--- src/rtl/keypad_scan_debounce_pkg.sv ---
// Shared keypad definitions: key codes, the row/column legend and the scan result encoding.
package keypad_scan_debounce_pkg;

  localparam logic [3:0] KEY_0 = 4'h0;
  localparam logic [3:0] KEY_1 = 4'h1;
  localparam logic [3:0] KEY_2 = 4'h2;
  localparam logic [3:0] KEY_3 = 4'h3;
  localparam logic [3:0] KEY_4 = 4'h4;
  localparam logic [3:0] KEY_5 = 4'h5;
  localparam logic [3:0] KEY_6 = 4'h6;
  localparam logic [3:0] KEY_7 = 4'h7;
  localparam logic [3:0] KEY_8 = 4'h8;
  localparam logic [3:0] KEY_9 = 4'h9;
  localparam logic [3:0] KEY_A = 4'hA;
  localparam logic [3:0] KEY_B = 4'hB;
  localparam logic [3:0] KEY_C = 4'hC;
  localparam logic [3:0] KEY_D = 4'hD;
  localparam logic [3:0] KEY_E = 4'hE;
  localparam logic [3:0] KEY_F = 4'hF;

  typedef enum logic [1:0] {
    SCAN_NONE  = 2'd0,
    SCAN_ONE   = 2'd1,
    SCAN_MULTI = 2'd2
  } scan_result_e;

  // Board legend: r0 = 1 2 3 A, r1 = 4 5 6 B, r2 = 7 8 9 C, r3 = 0 F E D.
  function automatic logic [3:0] key_code(input logic [1:0] row, input logic [1:0] col);
    logic [3:0] code;
    case ({row, col})
      4'h0:    code = KEY_1;
      4'h1:    code = KEY_2;
      4'h2:    code = KEY_3;
      4'h3:    code = KEY_A;
      4'h4:    code = KEY_4;
      4'h5:    code = KEY_5;
      4'h6:    code = KEY_6;
      4'h7:    code = KEY_B;
      4'h8:    code = KEY_7;
      4'h9:    code = KEY_8;
      4'hA:    code = KEY_9;
      4'hB:    code = KEY_C;
      4'hC:    code = KEY_0;
      4'hD:    code = KEY_F;
      4'hE:    code = KEY_E;
      default: code = KEY_D;
    endcase
    return code;
  endfunction

endpackage

--- src/rtl/keypad_col_scanner.sv ---
// Column scanner: drives one column low per slot, synchronises the rows and
// condenses each full 4-column pass into a scan result with a one-cycle scan_done.
module keypad_col_scanner
  import keypad_scan_debounce_pkg::*;
#(
  parameter int SCAN_DIV = 40000
) (
  input  logic         clk_40M,
  input  logic         rst,
  input  logic [3:0]   pad_row,
  output logic [3:0]   pad_col,
  output logic         scan_done_o,
  output scan_result_e scan_res_o,
  output logic [3:0]   scan_code_o
);

  localparam int SW = $clog2(SCAN_DIV);
  localparam logic [SW-1:0] SLOT_LAST = SW'(SCAN_DIV - 1);

  logic [SW-1:0] slot_q;
  logic [3:0]    col_q;
  logic [1:0]    col_idx_q;
  logic [3:0]    row_meta_q, row_sync_q;
  logic          found_q, multi_q;
  logic [3:0]    code_q;
  logic          done_q;
  scan_result_e  res_q;
  logic [3:0]    rcode_q;

  logic [3:0] rows_low;
  logic [1:0] first_row;
  logic       col_any, col_multi;
  logic       acc_found, acc_multi;
  logic [3:0] acc_code;

  always_comb begin
    rows_low  = ~row_sync_q;
    col_any   = |rows_low;
    col_multi = (rows_low & (rows_low - 4'd1)) != 4'd0;
    if (rows_low[0])      first_row = 2'd0;
    else if (rows_low[1]) first_row = 2'd1;
    else if (rows_low[2]) first_row = 2'd2;
    else                  first_row = 2'd3;
    // Earlier columns win, so the first hit of the pass fixes the reported code.
    acc_found = found_q | col_any;
    acc_multi = multi_q | col_multi | (found_q & col_any);
    acc_code  = found_q ? code_q : key_code(first_row, col_idx_q);
  end

  always_ff @(posedge clk_40M or posedge rst) begin
    if (rst) begin
      slot_q     <= '0;
      col_q      <= 4'b1110;
      col_idx_q  <= 2'd0;
      row_meta_q <= 4'hF;
      row_sync_q <= 4'hF;
      found_q    <= 1'b0;
      multi_q    <= 1'b0;
      code_q     <= 4'h0;
      done_q     <= 1'b0;
      res_q      <= SCAN_NONE;
      rcode_q    <= 4'h0;
    end else begin
      row_meta_q <= pad_row;
      row_sync_q <= row_meta_q;
      done_q     <= 1'b0;
      if (slot_q == SLOT_LAST) begin
        slot_q    <= '0;
        col_q     <= {col_q[2:0], col_q[3]};
        col_idx_q <= col_idx_q + 2'd1;
        if (col_idx_q == 2'd3) begin
          done_q  <= 1'b1;
          res_q   <= !acc_found ? SCAN_NONE : (acc_multi ? SCAN_MULTI : SCAN_ONE);
          rcode_q <= acc_found ? acc_code : 4'h0;
          found_q <= 1'b0;
          multi_q <= 1'b0;
          code_q  <= 4'h0;
        end else begin
          found_q <= acc_found;
          multi_q <= acc_multi;
          code_q  <= acc_code;
        end
      end else begin
        slot_q <= slot_q + SW'(1);
      end
    end
  end

  assign pad_col     = col_q;
  assign scan_done_o = done_q;
  assign scan_res_o  = res_q;
  assign scan_code_o = rcode_q;

endmodule

--- src/rtl/keypad_scan_debounce.sv ---
// 4x4 keypad scanner with press/release debounce and press strobe.
// Define KEYPAD_GHOST_REJECT_EN to treat multi-key scans as no key pressed.
module keypad_scan_debounce
  import keypad_scan_debounce_pkg::*;
#(
  parameter int SCAN_DIV       = 40000,
  parameter int DEBOUNCE_SCANS = 5
) (
  input  logic       clk_40M,
  input  logic       rst,
  input  logic [3:0] pad_row,
  output logic [3:0] pad_col,
  output logic [3:0] pad_key,
  output logic       pad_pressed,
  output logic       pad_strobe
);

  localparam int CW = $clog2(DEBOUNCE_SCANS + 1);
  localparam logic [CW-1:0] DEB_MAX = CW'(DEBOUNCE_SCANS);
  localparam bit DEB_ONE = (DEBOUNCE_SCANS == 1);

  localparam logic [1:0] ST_IDLE      = 2'd0;
  localparam logic [1:0] ST_DEB_PRESS = 2'd1;
  localparam logic [1:0] ST_PRESSED   = 2'd2;
  localparam logic [1:0] ST_DEB_REL   = 2'd3;

  logic         scan_done;
  scan_result_e scan_res;
  logic [3:0]   scan_code;

  keypad_col_scanner #(.SCAN_DIV(SCAN_DIV)) u_scanner (
    .clk_40M     (clk_40M),
    .rst         (rst),
    .pad_row     (pad_row),
    .pad_col     (pad_col),
    .scan_done_o (scan_done),
    .scan_res_o  (scan_res),
    .scan_code_o (scan_code)
  );

  logic [1:0]    state_q, state_d;
  logic [CW-1:0] cnt_q, cnt_d, cnt_inc;
  logic [3:0]    cand_q, cand_d, key_q, key_d;
  logic          pressed_q, pressed_d, strobe_q, strobe_d;
  logic          eff_valid, hit_key, hit_cand;

  always_comb begin
`ifdef KEYPAD_GHOST_REJECT_EN
    eff_valid = (scan_res == SCAN_ONE);
`else
    eff_valid = (scan_res != SCAN_NONE);
`endif
    hit_key  = eff_valid && (scan_code == key_q);
    hit_cand = eff_valid && (scan_code == cand_q);
    cnt_inc  = (cnt_q == DEB_MAX) ? cnt_q : cnt_q + CW'(1);
  end

  always_comb begin
    state_d   = state_q;
    cnt_d     = cnt_q;
    cand_d    = cand_q;
    key_d     = key_q;
    pressed_d = pressed_q;
    strobe_d  = 1'b0;
    if (scan_done) begin
      case (state_q)
        ST_IDLE: begin
          if (eff_valid) begin
            cand_d = scan_code;
            if (DEB_ONE) begin
              state_d   = ST_PRESSED;
              key_d     = scan_code;
              pressed_d = 1'b1;
              strobe_d  = 1'b1;
              cnt_d     = '0;
            end else begin
              state_d = ST_DEB_PRESS;
              cnt_d   = CW'(1);
            end
          end
        end
        ST_DEB_PRESS: begin
          if (!eff_valid) begin
            state_d = ST_IDLE;
            cnt_d   = '0;
          end else if (hit_cand) begin
            if (cnt_inc == DEB_MAX) begin
              state_d   = ST_PRESSED;
              key_d     = cand_q;
              pressed_d = 1'b1;
              strobe_d  = 1'b1;
              cnt_d     = '0;
            end else begin
              cnt_d = cnt_inc;
            end
          end else begin
            cand_d = scan_code;
            cnt_d  = CW'(1);
          end
        end
        ST_PRESSED: begin
          if (!hit_key) begin
            if (DEB_ONE) begin
              state_d   = ST_IDLE;
              pressed_d = 1'b0;
              cnt_d     = '0;
            end else begin
              state_d = ST_DEB_REL;
              cnt_d   = CW'(1);
            end
          end
        end
        default: begin
          // Reappearance of the held key cancels the release without a new strobe.
          if (hit_key) begin
            state_d = ST_PRESSED;
            cnt_d   = '0;
          end else if (cnt_inc == DEB_MAX) begin
            state_d   = ST_IDLE;
            pressed_d = 1'b0;
            cnt_d     = '0;
          end else begin
            cnt_d = cnt_inc;
          end
        end
      endcase
    end
  end

  always_ff @(posedge clk_40M or posedge rst) begin
    if (rst) begin
      state_q   <= ST_IDLE;
      cnt_q     <= '0;
      cand_q    <= 4'h0;
      key_q     <= 4'h0;
      pressed_q <= 1'b0;
      strobe_q  <= 1'b0;
    end else begin
      state_q   <= state_d;
      cnt_q     <= cnt_d;
      cand_q    <= cand_d;
      key_q     <= key_d;
      pressed_q <= pressed_d;
      strobe_q  <= strobe_d;
    end
  end

  assign pad_key     = key_q;
  assign pad_pressed = pressed_q;
  assign pad_strobe  = strobe_q;

endmodule

--- config.mk ---
export PLATFORM = sky130hd
export DESIGN_NAME = keypad_scan_debounce
export DESIGN_NICKNAME = d
export VERILOG_FILES = /design/src/rtl/keypad_scan_debounce_pkg.sv /design/src/rtl/keypad_col_scanner.sv /design/src/rtl/keypad_scan_debounce.sv
export SDC_FILE = /design/constraint.sdc
export NUM_CORES = 1
export LEC_CHECK = 0
export CORE_UTILIZATION = 25
export CTS_CLUSTER_SIZE = 20
export DETAILED_ROUTE_END_ITERATION = 10
export MAX_ROUTING_LAYER = met4
export PLACE_DENSITY_LB_ADDON = 0.1
export SYNTH_ARGS = -nofsm -noshare
export SYNTH_HDL_FRONTEND = slang
export SYNTH_SLANG_ARGS = --single-unit
--- constraint.sdc ---
create_clock -name clk_40M -period 2.7 [get_ports clk_40M]
set_input_delay 0.54 -clock clk_40M [delete_from_list [all_inputs] [get_ports clk_40M]]
set_output_delay 0.54 -clock clk_40M [all_outputs]
set_load 0.02 [all_outputs]
==> metrics.md, run 1 <==
| Metric | Value |
|---|---|
| Hold Crit Class | `flip-flop to flip-flop` |
| Critical path type | `flip-flop to flip-flop` |
| Distinct cells, synth | `48` |
| Crit path time final | `between 2 and 2.5 ns` |
| Number of CTS-inserted buffers | `9` |
| Reg2reg path depth | `7` |
| Clock-pin slew on the worst setup and hold paths | `0.05 ns` |
| Layout Skew | `0.00709 ns` |
| Fillers | `1134` |
| Post-Place Cells | `423` |
| Num ports | `16` |
| Largest area contributor in the netlist | `dfrtp_1` |
| Vias in the first global route | `roughly 2k` |
| Post-Layout Cell Count | `between 400 and 500` |
| Worst slew pin tran | `0.639 ns` |
| CP Depth | `7` |
| Detailed placement HPWL | `4.02 mm` |
| Part of the cycle the worst path needs | `0.829` |
| Drt total wl | `about 5.7 mm` |
| Post-synthesis mux area share | `0.0511` |
| GPL Wtd Cong | `0.744` |
| Die X-Extent | `109 µm` |
| Final Max Slew Viols | `0` |
| First-pass GRT wire length | `just over 10 mm` |
| Area contributors post-synth | `dfrtp_1 (41%), dfstp_2 (10%), xnor2_1 (4.9%)` |
| Combinational power share | `0.020` |
| Post-CTS Setup Bufs | `0` |
| Reg power frac | `0.402` |
| Cell at the slowest stage of the critical path | `or4b_1` |
| Worst skew pair latency | `approximately 0.32 ns` |
| Cell count after synthesis | `approximately 270` |
| Final antenna-violating net count | `0` |
| Worst stage delay on the critical path | `0.48 ns` |
| GRT Resource Usage Total | `0.116` |
| Worst slew margin | `0.571` |
| WP data required | `approximately 2.9 ns` |
| Nets@finish | `311` |
| CTS tree | `yes` |
| Initial Util | `0.261` |
| Total grt overflow | `0` |
| Max Cap Viol | `0` |
| Routed len/inst | `12.9 µm` |
| # setup viols final | `0` |
| Row cnt | `38` |
| Adder-cell share of the synthesized area | `0.0516` |
| Worst reg2reg endpoint | `state_q[0]` |
| Initial DRC count | `60` |
| Sw frac | `0.187` |
| Via count | `roughly 1.9k` |
| Simple-Gate Fraction of Synth Area | `0.193` |
| Synthesized Nets | `between 200 and 300` |
| Post-synth EDFFs | `0` |
| Via-to-Cell Ratio | `around 4.3` |
| Clk network pwr share | `0.578` |
| Root buf cell | `clkbuf_16` |
| Largest net degree at the start of global routing | `27` |
| Initial antenna violation count | `0` |
| Synth Area in Compound Gates | `0.0992` |
| Achievable clock frequency | `approximately 450 MHz` |
| Hold_buf cts | `0` |
| FF-to-FF setup slack | `0.46 ns` |
| Die Footprint | `11900 µm²` |
| Max Root-Sink Buffers | `2` |
| Ys async rst share | `1.00` |
| Setup TNS | `0 ns` |
| Register area share after synthesis | `0.512` |
| Leading cell type in the layout, fill and taps excluded | `dfrtp_1` |
| Area after DPL | `3200 µm²` |
| Synthesis-to-finish area growth | `23.4%` |
| Syn_area_per_cell | `10.6 µm²` |
| Crit path capture | `state_q[0]` |
| Worst Path Arrival | `2.44 ns` |
| Post-synthesis xor/xnor area fraction | `0.0734` |
| Outcome | `finished clean` |
| Core Area | `11000 µm²` |
| Hold Vio Cnt, Final | `0` |
| Power per cell area | `between 600 and 700 nW/µm²` |
| Post-route cell area | `3530 µm²` |
| Leakage | `1.60 nW` |
| Area occupied by multi-input gates | `1340 µm²` |
| R2R Path Start | `cnt_q[0]` |
| DRC | `0` |
| Largest family of logic cells by synthesized area | `simple AND/OR/NAND/NOR gates` |
| Top FF cell, synth | `dfrtp_1` |
| Post-synth top area share | `0.411` |
| CP Launch Point | `cnt_q[0]` |
| Port bufs | `15` |
| DRT Pass-1 Iters | `4` |
| Worst Path Buf+Inv | `0` |
| Yosys Warn Count | `0` |
| CP Max Fanout | `7` |
| Critical path capture point type | `flip-flop` |
| Inserted Diodes | `0` |
| Most frequent cells in the layout | `dfrtp_1 (47), nand2_1 (37), nor2_1 (20), o21ai_0 (17), xnor2_1 (16)` |
| Post-CTS resize count | `0` |
| Cells along the critical path | `ha_1 > or2b_1 > o21ai_1 > a21oi_4 > or4b_1 > nand3_2 > mux2_4` |
| Sequential cell area | `1470 µm²` |
| Worst Setup Start Kind | `flip-flop` |
| Htree depth | `3` |
| Mapped Area | `2860 µm²` |
| CP top delay family | `simple AND/OR/NAND/NOR gates` |
| Clock sinks | `58` |
| RSZ-0062 raised after global routing | `no` |
| P_sw | `414 µW` |
| Peak VDD IR | `0.000301 V` |
| Share of cells above drive strength 1 | `0.157` |
| Die Span Y | `109 µm` |
| Int Pwr | `approximately 1.8 mW` |
| Synth Register Bits | `58` |
area by class of cell:
cell class                      instances  area share
Timing Repair Buffer                   18      0.0524
Clock buffer                           10      0.0648
Inverter                                9     0.00956
Multi-Input combinational cell        198       0.379
Clock inverter                          6      0.0297
Tap cell                              140      0.0496
Sequential cell                        58       0.415
worst register-to-register path, cell delays in order, from the launching register on:
cell	delay (ns)
dfrtp_1	0.45
ha_1	0.26
or2b_1	0.18
o21ai_1	0.10
a21oi_4	0.23
or4b_1	0.49
nand3_2	0.12
mux2_4	0.30
cells by family (layout without fill, tap and decap cells):
kind of cell | after synthesis | count (layout)
compound gates | 45 | 45
xor+xnor | 24 | 24
fa+ha+maj | 12 | 12
buf+inv | 15 | 43
flops | 58 | 58
mux | 13 | 13
simple gates | 104 | 104
Yosys cell counts, types with 4 or more instances:
cell type / count
xor2_1: 8
inv_1: 9
mux2_2: 9
o31ai_1: 5
nor2_1: 20
nand2b_1: 4
clkbuf_1: 4
and3_1: 6
a21oi_1: 10
nand3_1: 10
nand2_1: 37
xnor2_1: 16
dfrtp_1: 47
o21ai_0: 17
dfstp_2: 11
ha_1: 11
power by group through the flow:
stage                     combinational [mW]  sequential, mW  clock (mW)
final                                 0.0446           0.888        1.28
after global routing                  0.0516           0.888        1.35
after CTS                             0.0470           0.888        1.31
after detailed placement              0.0468           0.902           0
after global placement                0.0470           0.902           0
after floorplan                       0.0286           0.898           0
worst min-delay path by stage:
| stage | cells after the start | slack, ns | startpoint | endpoint |
|---|---|---|---|---|
| floorplan | 0 | 0.35 | u_scanner.row_meta_q[0] | u_scanner.row_sync_q[0] |
| global placement | 0 | 0.35 | u_scanner.row_meta_q[2] | u_scanner.row_sync_q[2] |
| detailed placement | 0 | 0.35 | u_scanner.row_meta_q[0] | u_scanner.row_sync_q[0] |
| CTS | 0 | 0.35 | u_scanner.row_meta_q[0] | u_scanner.row_sync_q[0] |
| global route | 0 | 0.36 | u_scanner.row_meta_q[1] | u_scanner.row_sync_q[1] |
| finish | 0 | 0.35 | u_scanner.row_meta_q[1] | u_scanner.row_sync_q[1] |
routing by layer:
metal / share of wire / track usage / wire (µm) / vias to the layer above
li1: - / - / - / 985
met1: 0.52 / 0.156 / 2960 / 877
met2: 0.43 / 0.159 / 2420 / 26
met3: 0.027 / 0.0221 / 152 / 10
met4: 0.023 / 0.0724 / 132 / 0
met5: 0 / - / 0 / -
stage by stage:
| stage | hold slack, ns | power [mW] | setup WS (ns) | util |
|---|---|---|---|---|
| floorplan | 0.345 | 0.926 | 0.608 | - |
| global placement | 0.347 | 0.949 | 0.532 | 0.291 |
| detailed placement | 0.347 | 0.949 | 0.471 | 0.291 |
| CTS | 0.355 | 2.25 | 0.452 | 0.322 |
| global route | 0.356 | 2.29 | 0.354 | 0.322 |
| finish | 0.355 | 2.21 | 0.462 | 0.322 |
sequential cells by signal, indices dropped and copies added (netlist names):
name and count:
pad_pressed 1, cand_q 4, state_q 2, u_scanner.slot_q 16
u_scanner.pad_col 4, u_scanner.scan_done_o 1, pad_strobe 1, u_scanner.code_q 4
cnt_q 3, u_scanner.row_sync_q 4, u_scanner.row_meta_q 4, u_scanner.multi_q 1
u_scanner.scan_res_o 2, u_scanner.col_idx_q 2, u_scanner.found_q 1, pad_key 4
u_scanner.scan_code_o 4
Power figures use the tool's default switching activity.
==> run 2: changes to the inputs <==
clock period = 2.3 ns   (was 2.7 ns; I/O delays follow)
==> run 2 against run 1 <==
Fmax rose by 0.94%. Flip-flop and latch count unchanged. Clock-buffer cell count rose by 1. Non-clock buffer count rose by 4. Via count increased by 1.8%.
==> metrics.md, run 2 (synthesis results as in run 1) <==
| Metric | Value |
|---|---|
| Final Max Slew Viols | `0 (unchanged)` |
| Met2 usage | `0.159 (about the same)` |
| Drt total wl | `5.72 mm (was 5.67 mm)` |
| Critical path capture point type | `flip-flop (unchanged)` |
| DRT Pass-1 Iters | `6 (was 4)` |
| Hold Crit Class | `flip-flop to flip-flop (unchanged)` |
| Root buf cell | `clkbuf_16 (unchanged)` |
| Largest net degree at the start of global routing | `25 (was 27)` |
| Peak VDD IR | `0.000235 V (was 0.000301 V)` |
| Worst Path Arrival | `2.43 ns (was 2.44 ns)` |
| Max Root-Sink Buffers | `2 (unchanged)` |
| Inserted Diodes | `0 (unchanged)` |
| Worst Setup Start Kind | `flip-flop (unchanged)` |
| Via count | `1932 (was 1898)` |
| End-of-flow core utilization | `0.325 (was 0.322)` |
| Final antenna-violating net count | `0 (unchanged)` |
| Number of CTS-inserted buffers | `9 (unchanged)` |
| Pre-CTS WS | `0.0961 ns (was 0.471 ns)` |
| Detailed placement HPWL | `4.01 mm (was 4.02 mm)` |
| WP data required | `2.51 ns (was 2.90 ns)` |
| Worst slew margin | `0.617 (was 0.571)` |
| Htree depth | `3 (unchanged)` |
| Initial antenna violation count | `0 (unchanged)` |
| Cells along the critical path | `ha_1 > and2b_1 > a21oi_4 > or4b_4 > nand3_2 > mux2_4 (was ha_1 > or2b_1 > o21ai_1 > a21oi_4 > or4b_1 > nand3_2 > mux2_4)` |
| CTS tree | `yes (unchanged)` |
| Worst Path Buf+Inv | `0 (unchanged)` |
| First-pass GRT wire length | `10.1 mm (about the same)` |
| Outcome | `finished clean (unchanged)` |
| Layout Skew | `0.00626 ns (was 0.00709 ns)` |
| Via-to-Cell Ratio | `4.36 (was 4.32)` |
| GRT Resource Usage Total | `0.116 (about the same)` |
| Most Used Layer, Global Route | `met2 (unchanged)` |
| Worst stage delay on the critical path | `0.49 ns (was 0.48 ns)` |
| Initial DRC count | `66 (was 60)` |
| Leakage | `1.62 nW (was 1.60 nW)` |
| GPL Wtd Cong | `0.767 (was 0.744)` |
| Max Cap Viol | `0 (unchanged)` |
| Synthesis-to-finish area growth | `24.6% (was 23.4%)` |
| CP Max Fanout | `6 (was 7)` |
| Final setup margin | `0.0825 ns (was 0.462 ns)` |
| Share of cells above drive strength 1 | `0.175 (was 0.157)` |
| Hold Vio Cnt, Final | `0 (unchanged)` |
| Vias in the first global route | `2007 (was 2021)` |
| Clock-pin slew on the worst setup and hold paths | `0.05 ns (about the same)` |
| # setup viols final | `0 (unchanged)` |
| Routed len/inst | `12.9 µm (about the same)` |
| Nets@finish | `315 (was 311)` |
| RSZ-0062 raised after global routing | `no (unchanged)` |
| Achievable clock frequency | `451 MHz (was 447 MHz)` |
| Leading cell type in the layout, fill and taps excluded | `dfrtp_1 (unchanged)` |
| Crit path time final | `2.22 ns (was 2.24 ns)` |
| Largest register by flop count | `u_scanner.slot_q (unchanged)` |
| Die Footprint | `11900 µm² (unchanged)` |
| Num ports | `16 (unchanged)` |
| Row cnt | `38 (unchanged)` |
| Max reg flops | `16 (unchanged)` |
| Met3 usage | `0.0269 (was 0.0221)` |
| Clock sinks | `58 (unchanged)` |
| Port bufs | `15 (unchanged)` |
| Die Span Y | `109 µm (unchanged)` |
| Worst slew pin tran | `0.575 ns (was 0.639 ns)` |
| Total grt overflow | `0 (unchanged)` |
| DRC | `0 (unchanged)` |
| Part of the cycle the worst path needs | `0.964 (was 0.829)` |
| Cell at the slowest stage of the critical path | `or4b_4 (was or4b_1)` |
| Most frequent cells in the layout | `dfrtp_1 (46), nand2_1 (37), nor2_1 (20), o21ai_0 (17), xnor2_1 (16) (was dfrtp_1 (47), nand2_1 (37), nor2_1 (20), o21ai_0 (17), xnor2_1 (16))` |
| Worst skew pair latency | `0.33 ns (was 0.32 ns)` |
| Setup TNS | `0 ns (unchanged)` |
| GRT met1 Usage | `0.156 (about the same)` |
| Initial Util | `0.261 (unchanged)` |
| Die X-Extent | `109 µm (unchanged)` |
| Core Area | `11000 µm² (unchanged)` |
| CP top delay family | `simple AND/OR/NAND/NOR gates (unchanged)` |
| Critical path type | `flip-flop to flip-flop (unchanged)` |
| Power per cell area | `711 nW/µm² (was 625 nW/µm²)` |
==> run 2: cell types whose count changed in the layout (fill, tap and decap cells not counted), sizes merged <==
cell and change:
clkinvlp +1, clkinv -1, bufinv -1, buf +4, clkbuf +1
==> run 2: cell type report <==
class / count / area (µm²)
fill: 1125 / 7420
sequential: 58 / 1470
multi-input combinational: 198 / 1340
clock buffer: 11 / 243
timing repair buffer: 22 / 228
tap: 140 / 175
clock inverter: 5 / 77.6
inverter: 9 / 33.8
==> run 2: path summary, 6_finish.rpt <==
check / start / to / slack (ns) / depth (start not counted)
setup / recovery: cnt_q[0] / state_q[0] / 0.08 / 6
hold / removal: u_scanner.row_meta_q[3] / u_scanner.row_sync_q[3] / 0.35 / 0
setup reg to reg: cnt_q[0] / state_q[0] / 0.08 / 6
hold reg to reg: u_scanner.row_meta_q[3] / u_scanner.row_sync_q[3] / 0.35 / 0
max in group asynchronous: rst / u_scanner.row_sync_q[2] / 1.26 / 3
min in group asynchronous: rst / u_scanner.slot_q[14] / 0.47 / 2
==> run 2: power by group <==
group	switching (mW)	internal [mW]	total, mW
sequential	0.00687	1.03	1.04
clock	0.466	0.973	1.44
combinational	0.0314	0.0233	0.0547
total	0.504	2.03	2.54
==> run 2: metrics by stage <==
step                power [mW]  hold slack [ns]  cell area, µm²  instances
detailed placement        1.12            0.347            3230        425
global placement          1.12            0.346            3230        425
finish                    2.54            0.355            3570        443
CTS                       2.57            0.355            3550        441
floorplan                 1.09            0.345            2860        271
global route              2.63            0.360            3570        443
==> run 2: what timing repair did <==
item | CTS | global route
resized for setup | 0 | 2
hold endpoints to repair | 0 | 0
setup endpoints to repair | 0 | 2
hold buffers | 0 | 0
setup buffers | 0 | 2
==> run 2: routing by layer <==
| layer | share of wire | routed length (µm) |
|---|---|---|
| met2 | 0.41 | 2370 |
| met5 | 0 | 0 |
| met1 | 0.53 | 3050 |
| met4 | 0.025 | 144 |
| met3 | 0.028 | 162 |
==> run 3: changes to the inputs <==
CORE_UTILIZATION = 50   (was 25)
PLACE_DENSITY = 0.69   (was default)
PLACE_DENSITY_LB_ADDON = default   (was 0.1)
==> run 3 against run 2 <==
Die area shrank 49%. Largest cell class unchanged. Non-clock buffer count shrank 2. Final cell count shrank 16%. Flip-flop and latch count is the same. Global-route usage grew 8.1 points.
==> metrics.md, run 3 (synthesis results as in run 1) <==
| Metric | Value |
|---|---|
| Outcome | `finished clean (unchanged)` |
| Area after DPL | `3110 µm² (was 3230 µm²)` |
| Cell at the slowest stage of the critical path | `or4b_4 (unchanged)` |
| Port bufs | `15 (unchanged)` |
| Largest net degree at the start of global routing | `59 (was 25)` |
| Clock-pin slew on the worst setup and hold paths | `0.06 ns (was 0.05 ns)` |
| Worst Setup Start Kind | `flip-flop (unchanged)` |
| Sw frac | `0.203 (was 0.199)` |
| Layout Skew | `0.00940 ns (was 0.00626 ns)` |
| Total grt overflow | `0 (unchanged)` |
| Area occupied by multi-input gates | `1370 µm² (was 1340 µm²)` |
| Combinational power share | `0.023 (was 0.022)` |
| Hold Vio Cnt, Final | `0 (unchanged)` |
| Final Max Slew Viols | `0 (unchanged)` |
| WP data required | `2.52 ns (was 2.51 ns)` |
| Reg power frac | `0.491 (was 0.411)` |
| Worst skew pair latency | `0.34 ns (was 0.33 ns)` |
| GRT Resource Usage Total | `0.197 (was 0.116)` |
| Leakage | `1.56 nW (was 1.62 nW)` |
| Inserted Diodes | `0 (unchanged)` |
| Synthesis-to-finish area growth | `17.9% (was 24.6%)` |
| Initial antenna violation count | `0 (unchanged)` |
| Setup TNS | `0 ns (unchanged)` |
| Die X-Extent | `77.7 µm (was 109 µm)` |
| GPL Wtd Cong | `0.829 (was 0.767)` |
| Max reg flops | `16 (unchanged)` |
| Via-to-Cell Ratio | `5.27 (was 4.36)` |
| Die Span Y | `77.7 µm (was 109 µm)` |
| Peak VDD IR | `0.000447 V (was 0.000235 V)` |
| Clk network pwr share | `0.486 (was 0.568)` |
| Crit path time final | `2.17 ns (was 2.22 ns)` |
| DRC | `0 (unchanged)` |
| CTS tree | `yes (unchanged)` |
| Routed len/inst | `13.4 µm (was 12.9 µm)` |
| CP Max Fanout | `5 (was 6)` |
| Worst stage delay on the critical path | `0.50 ns (was 0.49 ns)` |
| Drt total wl | `5.01 mm (was 5.72 mm)` |
| Detailed placement HPWL | `3.41 mm (was 4.01 mm)` |
| Number of CTS-inserted buffers | `9 (unchanged)` |
| Core Area | `5510 µm² (was 11000 µm²)` |
| Achievable clock frequency | `461 MHz (was 451 MHz)` |
| Part of the cycle the worst path needs | `0.944 (was 0.964)` |
| RSZ-0062 raised after global routing | `no (unchanged)` |
| First-pass GRT wire length | `8.81 mm (was 10.1 mm)` |
| End-of-flow core utilization | `0.613 (was 0.325)` |
| Row cnt | `27 (was 38)` |
| Fillers | `465 (was 1125)` |
| Num ports | `16 (unchanged)` |
| Via count | `1966 (was 1932)` |
| Vias in the first global route | `1917 (was 2007)` |
| Hold Crit Class | `flip-flop to flip-flop (unchanged)` |
| Htree depth | `3 (unchanged)` |
| Power per cell area | `627 nW/µm² (was 711 nW/µm²)` |
| Critical path type | `flip-flop to flip-flop (unchanged)` |
| Worst slew margin | `0.547 (was 0.617)` |
| Hold_buf cts | `0 (unchanged)` |
| Final antenna-violating net count | `0 (unchanged)` |
| Max Root-Sink Buffers | `2 (unchanged)` |
| Die Footprint | `6030 µm² (was 11900 µm²)` |
| Critical path capture point type | `flip-flop (unchanged)` |
| DRT Pass-1 Iters | `4 (was 6)` |
| Root buf cell | `clkbuf_8 (was clkbuf_16)` |
| Initial Util | `0.520 (was 0.261)` |
| Max Cap Viol | `0 (unchanged)` |
| Sequential cell area | `1470 µm² (unchanged)` |
| Worst Path Arrival | `2.39 ns (was 2.43 ns)` |
| Initial DRC count | `61 (was 66)` |
| # setup viols final | `0 (unchanged)` |
| Worst slew pin tran | `0.680 ns (was 0.575 ns)` |
| Share of cells above drive strength 1 | `0.179 (was 0.175)` |
| Nets@finish | `313 (was 315)` |
| Int Pwr | `1.69 mW (was 2.03 mW)` |
| Most frequent cells in the layout | `dfrtp_1 (46), nand2_1 (37), nor2_1 (20), o21ai_0 (17), xnor2_1 (16) (unchanged)` |
| Post-Layout Cell Count | `373 (was 443)` |
| Clock sinks | `58 (unchanged)` |
| Cells along the critical path | `inv_1 > ha_4 > and2b_2 > a21oi_4 > or4b_4 > nand3_4 > mux2_4 (was ha_1 > and2b_1 > a21oi_4 > or4b_4 > nand3_2 > mux2_4)` |
| Largest register by flop count | `u_scanner.slot_q (unchanged)` |
| Leading cell type in the layout, fill and taps excluded | `dfrtp_1 (unchanged)` |
| Post-route cell area | `3380 µm² (was 3570 µm²)` |
| P_sw | `429 µW (was 504 µW)` |
| Post-Place Cells | `355 (was 425)` |
## run 3: stage by stage
stage	worst slack [ns]	power (mW)	hold WS, ns
2_1_floorplan	0.208	1.09	0.345
3_3_place_gp	0.156	1.11	0.345
3_5_place_dp	0.0767	1.11	0.347
4_1_cts	0.0643	2.15	0.357
5_1_grt	0.0160	2.20	0.358
6_report	0.130	2.12	0.356
## run 3: layer usage
metal | GRT usage | vias to the layer above | wire, µm
met1 | 0.242 | 939 | 2450
met2 | 0.299 | 36 | 2330
met5 | - | - | 0
li1 | - | 986 | -
met3 | 0.0671 | 5 | 190
met4 | 0.0755 | 0 | 39
## run 3: final timing paths
kind	depth (start not counted)	slack, ns	endpoint	from
worst max-delay path	7	0.13	state_q[0]	cnt_q[1]
worst min-delay path	0	0.36	u_scanner.row_sync_q[3]	u_scanner.row_meta_q[3]
worst max register to register	7	0.13	state_q[0]	cnt_q[1]
max in group asynchronous	3	1.50	u_scanner.row_meta_q[1]	rst
worst min register to register	0	0.36	u_scanner.row_sync_q[3]	u_scanner.row_meta_q[3]
min in group asynchronous	3	0.51	u_scanner.slot_q[8]	rst
## run 3: power by group through the flow
stage               combinational (mW)  clock, mW  sequential [mW]
floorplan                       0.0336          0             1.05
global placement                0.0508          0             1.06
detailed placement              0.0512          0             1.06
CTS                             0.0516       1.06             1.04
global route                    0.0571       1.10             1.04
finish                          0.0492       1.03             1.04
## run 3: what timing repair did
item / in CTS / in global routing
endpoints found under the setup margin: 0 / 1
buffers inserted: 0 / 2
resized for setup: 0 / 6
## run 3: critical path, delay by kind of cell, from the launching register on
family | cells | cell delay (ns)
AOI/OAI and AO/OA | 1 | 0.21
adders and majority gates | 1 | 0.21
buffers and inverters | 1 | 0.11
DFF | 1 | 0.41
muxes | 1 | 0.30
and+or+nand+nor | 3 | 0.82
## run 3: layout make-up
class | count | share of cell area
repair buffers | 20 | 0.0593
clock inverters | 5 | 0.0230
multi-input cells | 198 | 0.405
inverters | 9 | 0.0100
well taps | 72 | 0.0267
clock buffers | 11 | 0.0419
flip-flops and latches | 58 | 0.434
